### src/rtl/cpu_pkg.sv
// Shared opcode indices, sequencer state type and break-flag bit positions
// for the instruction sequencer and its opcode decoder.
package cpu_pkg;

  localparam int OPC_W   = 5;
  localparam int NUM_OPS = 27;

  localparam int OP_LOADI_LOADP = 6;
  localparam int OP_ADD         = 7;
  localparam int OP_STORE       = 13;
  localparam int OP_BRE_BRZ     = 19;
  localparam int OP_BRNE_BRNZ   = 20;
  localparam int OP_BRG         = 21;
  localparam int OP_BRGE        = 22;

  localparam int BRK_B4 = 3;  // BRE_BRZ   : Z
  localparam int BRK_B3 = 2;  // BRNE_BRNZ : ~Z
  localparam int BRK_B2 = 1;  // BRG       : G & ~Z
  localparam int BRK_B1 = 0;  // BRGE      : G | Z

  typedef enum logic [1:0] {
    FETCH  = 2'd0,
    DECODE = 2'd1,
    EXEC   = 2'd2
  } seq_state_t;

  function automatic logic is_mem_op(input logic [OPC_W-1:0] opc);
    return (opc == OPC_W'(OP_LOADI_LOADP)) || (opc == OPC_W'(OP_STORE));
  endfunction

endpackage

### src/rtl/opcode_onehot_dec.sv
// Combinational binary-to-one-hot opcode decoder; codes at or above NUM
// decode to all-zero and raise illegal_o.
module opcode_onehot_dec
  import cpu_pkg::*;
#(
  parameter int NUM = NUM_OPS
) (
  input  logic [OPC_W-1:0] opc_i,
  output logic [NUM-1:0]   onehot_o,
  output logic             illegal_o
);

  for (genvar gi = 0; gi < NUM; gi++) begin : g_bit
    assign onehot_o[gi] = (opc_i == OPC_W'(gi));
  end

  // Widened compare so a NUM equal to 2**OPC_W does not wrap to zero.
  assign illegal_o = ({1'b0, opc_i} >= (OPC_W + 1)'(NUM));

endmodule

### src/rtl/opcode_sequencer.sv
// Instruction-side sequencer: FETCH/DECODE/EXEC handshake, one-hot opcode
// issue, memory-op hold with timeout, and ALU flag tracking for break_flag.
module opcode_sequencer
  import cpu_pkg::*;
#(
  parameter int INSTR_W = 16,
  parameter int MEM_TO  = 15
) (
  input  logic                     clk,
  input  logic                     rst_n,
  input  logic                     instr_valid,
  output logic                     instr_ready,
  input  logic [INSTR_W-1:0]       instr_word,
  input  logic                     mem_done,
  input  logic                     flags_we,
  input  logic                     alu_zero,
  input  logic                     alu_gt,
  output logic [NUM_OPS-1:0]       opcode_out,
  output logic [3:0]               break_flag,
  output logic [INSTR_W-OPC_W-1:0] operand,
  output logic                     exec_valid,
  output logic                     illegal_op,
  output logic                     mem_timeout
);

  localparam int OPND_W = INSTR_W - OPC_W;
  localparam int CNT_W  = $clog2(MEM_TO + 1);

  seq_state_t         state_q;
  logic [OPC_W-1:0]   opc_q;
  logic [OPND_W-1:0]  operand_q;
  logic [NUM_OPS-1:0] opcode_q;
  logic               exec_q;
  logic               illegal_q;
  logic               is_mem_q;
  logic [CNT_W-1:0]   cnt_q;
  logic [3:0]         break_q;
  logic [3:0]         break_d;

  logic [NUM_OPS-1:0] dec_onehot;
  logic               dec_illegal;
  logic               at_limit;
  logic               last_exec;

  opcode_onehot_dec #(
    .NUM (NUM_OPS)
  ) u_dec (
    .opc_i     (opc_q),
    .onehot_o  (dec_onehot),
    .illegal_o (dec_illegal)
  );

  always_comb begin
    break_d         = '0;
    break_d[BRK_B4] = alu_zero;
    break_d[BRK_B3] = ~alu_zero;
    break_d[BRK_B2] = alu_gt & ~alu_zero;
    break_d[BRK_B1] = alu_gt | alu_zero;
  end

  assign at_limit  = (cnt_q == CNT_W'(MEM_TO));
  assign last_exec = !is_mem_q || mem_done || at_limit;

  always_ff @(posedge clk) begin
    if (!rst_n) begin
      state_q   <= FETCH;
      opc_q     <= '0;
      operand_q <= '0;
      opcode_q  <= '0;
      exec_q    <= 1'b0;
      illegal_q <= 1'b0;
      is_mem_q  <= 1'b0;
      cnt_q     <= '0;
      break_q   <= 4'b0000;
    end else begin
      illegal_q <= 1'b0;
      case (state_q)
        FETCH: begin
          if (instr_valid) begin
            opc_q     <= instr_word[INSTR_W-1 -: OPC_W];
            operand_q <= instr_word[OPND_W-1:0];
            state_q   <= DECODE;
          end
        end
        DECODE: begin
          if (dec_illegal) begin
            illegal_q <= 1'b1;
            state_q   <= FETCH;
          end else begin
            opcode_q <= dec_onehot;
            exec_q   <= 1'b1;
            is_mem_q <= is_mem_op(opc_q);
            cnt_q    <= CNT_W'(1);
            state_q  <= EXEC;
          end
        end
        EXEC: begin
          // Flags and break_flag are only written from EXEC; reset clears
          // break_q, which doubles as the "no flags captured yet" state.
          if (flags_we) begin
            break_q <= break_d;
          end
          if (last_exec) begin
            opcode_q <= '0;
            exec_q   <= 1'b0;
            is_mem_q <= 1'b0;
            cnt_q    <= '0;
            state_q  <= FETCH;
          end else begin
            cnt_q <= cnt_q + CNT_W'(1);
          end
        end
        default: state_q <= FETCH;
      endcase
    end
  end

  assign instr_ready = (state_q == FETCH);
  assign opcode_out  = opcode_q;
  assign operand     = operand_q;
  assign exec_valid  = exec_q;
  assign illegal_op  = illegal_q;
  assign break_flag  = break_q;
  // Depends on mem_done in the same cycle: a completion on the final
  // permitted cycle is a normal finish, not a timeout.
  assign mem_timeout = exec_q && is_mem_q && at_limit && !mem_done;

endmodule

### config.mk
export PLATFORM = sky130hd
export DESIGN_NAME = opcode_sequencer
export DESIGN_NICKNAME = d
export VERILOG_FILES = /design/src/rtl/cpu_pkg.sv /design/src/rtl/opcode_onehot_dec.sv /design/src/rtl/opcode_sequencer.sv
export SDC_FILE = /design/constraint.sdc
export NUM_CORES = 1
export LEC_CHECK = 0
export ABC_AREA = 0
export ABC_CLOCK_PERIOD_IN_PS = 2300
export CAP_MARGIN = 20
export CORE_UTILIZATION = 48
export CTS_CLUSTER_SIZE = 40
export DETAILED_ROUTE_END_ITERATION = 10
export MAX_ROUTING_LAYER = met4
export PLACE_DENSITY_LB_ADDON = 0.15
export REMOVE_ABC_BUFFERS = 1
export SYNTH_ARGS = -nofsm -noshare
export SYNTH_HDL_FRONTEND = slang
export SYNTH_SLANG_ARGS = --single-unit
### constraint.sdc
create_clock -name clk -period 2.3 [get_ports clk]
set_clock_uncertainty 0.05 [all_clocks]
set_input_delay 0.23 -clock clk [delete_from_list [all_inputs] [get_ports clk]]
set_output_delay 0.23 -clock clk [all_outputs]
set_load 0.05 [all_outputs]
==> reports/metrics.yaml <==
outcome:
  status: "complete, no violations"
worst_setup_path:
  crit_fanout: 7
  arrival_ns: 1.68
  crit_end: "instr_ready"
  setup.worst_path.start: "state_q[1]"
  r2r_cells: 6
  cp.depth: 2
  r2r_slack_ns: 0.72
  path_cells: "nor2_1 -> clkdlybuf4s50_1"
  max_stage_delay_ns: 0.83
  setup.worst_path.start_class: "flop"
  critPathRequiredTime_ns: 2.02
  end_kind: "primary output"
  timing_worst_setup_path_type: "reg2out"
  path_delay_family: "buffers and inverters"
  reg2reg_to: "is_mem_q"
  worst-path-buf-inv: 1
  crit_slowest_cell: "clkdlybuf4s50_1"
  r2r-start: "cnt_q[0]"
timing:
  hold_violations: 0
  rsz0062_at_grt: "no"
  worst_pin_slew_ns: 0.560
  worst_slack_ns: 0.342
  finalSetupViolations: 0
  timing.final.crit_period_ns: 1.96
  timing.slew.headroom_pct: 62.7
  final_max_slew_viol_count: 0
  finalCritPeriodShare_pct: 85.1
  max_freq_mhz: 511
  setup_tns_ns: 0
clocking:
  cts.sinks: 56
  post_cts_resized: 0
  clk_pin_slew_worst_paths_ns: 0.09
  insertion_delay_ns: 0.30
  postCtsSetupBuffers: 0
  cts_tree: "done"
  hold_buffers: 0
  cts_max_level: 2
  cts-root-buf: "clkbuf_8"
  cts_buffer_depth: 2
  cts-buffers-inserted: 5
yosys:
  yosys.area.top_type: "dfxtp_1"
  netlist_instances: 216
  synth_flop_cell: "dfxtp_1"
  synth-seq-cells: 56
  ys_warn_count: 0
  synth_top_area_share_pct: 54.8
  synth-edff-count: 0
  ys_types: 32
  synth-async-reset-ratio_pct: 0
  netlist_area_mm2: 0.00205
  yosysSeqAreaShare_pct: 54.8
  synth_area_per_cell_um2: 9.47
  yosysMostFrequentCell: "dfxtp_1"
  ys_top_cells_by_area: "dfxtp_1, o2bb2ai_1, nand2_1"
  synth_commonest_cells: "dfxtp_1, nand2_1, o2bb2ai_1"
die:
  die_area_mm2: 0.00453
  design.core.area_mm2: 0.00406
  dieWidth_um: 67.3
  die_y_um: 67.3
  start_util_pct: 50.4
  io_pins: 69
  core.rowCount: 23
finish:
  multiInputGateArea_um2: 856
  nFillCells: 328
  layout.cells.non_filler: 336
  syn2layout_area_growth_pct: 39.3
  drive_gt1_share_pct: 5.24
  diodes: 0
  ff_latch_area_mm2: 0.00112
  nets: 309
placement:
  portBuffers: 68
  place_ws_ns: 0.491
  dp.cells: 328
  hpwlAfterDp_mm: 3.13
  gp_congestion: 0.792
detailed_routing:
  drt_iter0_drc: 122
  firstDrtPassIters: 4
  finalWirelength_mm: 4.41
  antenna_left: 0
  wl_per_cell_um: 13.1
  via_per_inst: 5.25
  drc_errors: 0
  dr_total_vias: 1764
power:
  leakage_nw: 0.982
  p_total_mw: 1.78
  powerDensity_mw_per_mm2: 626
  irDropWorstVdd_mv: 0.528
global_route:
  grt_pass1_wl_mm: 7.48
  grt_pass1_vias: 1638
  antenna_found_initial: 0
  gr-total-overflow: 0
  grt.total_usage_pct: 22.7
  grt_max_degree: 30
flow_run:
  maxCapViolCount: 0
worst_hold_path:
  hold_path.class: "reg2reg"
## routing by layer
metal	global-route usage, %	wire length (um)	vias to the layer above
met5	-	0	-
met4	7.18	48	0
met3	6.93	243	7
met2	33.8	1990	50
met1	29.3	2130	800
li1	-	-	907
## registers in the layout (all words and copies together) (netlist names), 2 cells and up
| name | count |
|---|---|
| break_flag | 4 |
| cnt_q | 4 |
| opc_q | 5 |
| opcode_out | 27 |
| operand | 11 |
| state_q | 2 |
## cells in the final DEF, fill, tap and decap left out, types with 2 or more instances in the layout
cell             instances
clkdlybuf4s50_1         67
o2bb2ai_1               27
nand4_1                  4
inv_1                    2
a31oi_1                  3
a21oi_1                 22
dfxtp_1                 56
clkbuf_8                 5
buf_4                    3
nand2_1                 45
o21ai_1                  3
nor2_1                   9
and2_1                   2
or2_1                    2
nor2b_1                  6
nand3_1                 11
and2b_1                  2
## through the flow
stage	utilization [%]	instance area (um^2)	hold slack, ns
5_1_grt	70.2	2850	0.424
4_1_cts	70.2	2850	0.402
3_5_place_dp	68.0	2760	0.387
2_1_floorplan	-	1980	0.298
6_report	70.2	2850	0.405
3_3_place_gp	68.0	2760	0.391
## how the worst min path moves through the flow
stage | start | to | slack [ns] | cells past startpoint
after floorplan | rst_n | illegal_op | 0.30 | 2
after global placement | is_mem_q | is_mem_q | 0.39 | 1
after detailed placement | is_mem_q | is_mem_q | 0.39 | 1
after CTS | instr_word[2] | operand[2] | 0.40 | 3
after global routing | operand[1] | operand[1] | 0.42 | 2
final | is_mem_q | is_mem_q | 0.41 | 1
## cell families (layout without fill, tap and decap cells)
logic type      after synthesis  after routing  share of synthesized area [%]
buf+inv                      11             81                           3.36
flops                        56             56                           54.8
xor+xnor                      1              1                          0.428
simple gates                 86             86                           19.2
fa+ha+maj                     1              1                          0.612
compound gates               61             61                           21.6
## area by class of cell
cell class | count | area share (%)
clock buffer | 6 | 2.55
clock inverter | 2 | 0.571
multi-input combinational | 149 | 30.0
sequential | 56 | 39.4
timing repair buffer | 71 | 25.0
inverter | 2 | 0.264
tap | 50 | 2.20
## where the power goes
group	switching [mW]	internal (mW)	total, mW	leakage, nW
combinational	0.152	0.0944	0.247	0.486
clock	0.302	0.217	0.519	0.0414
sequential	0.0229	0.995	1.02	0.454
No activity file was read; power rests on OpenSTA's default activity.
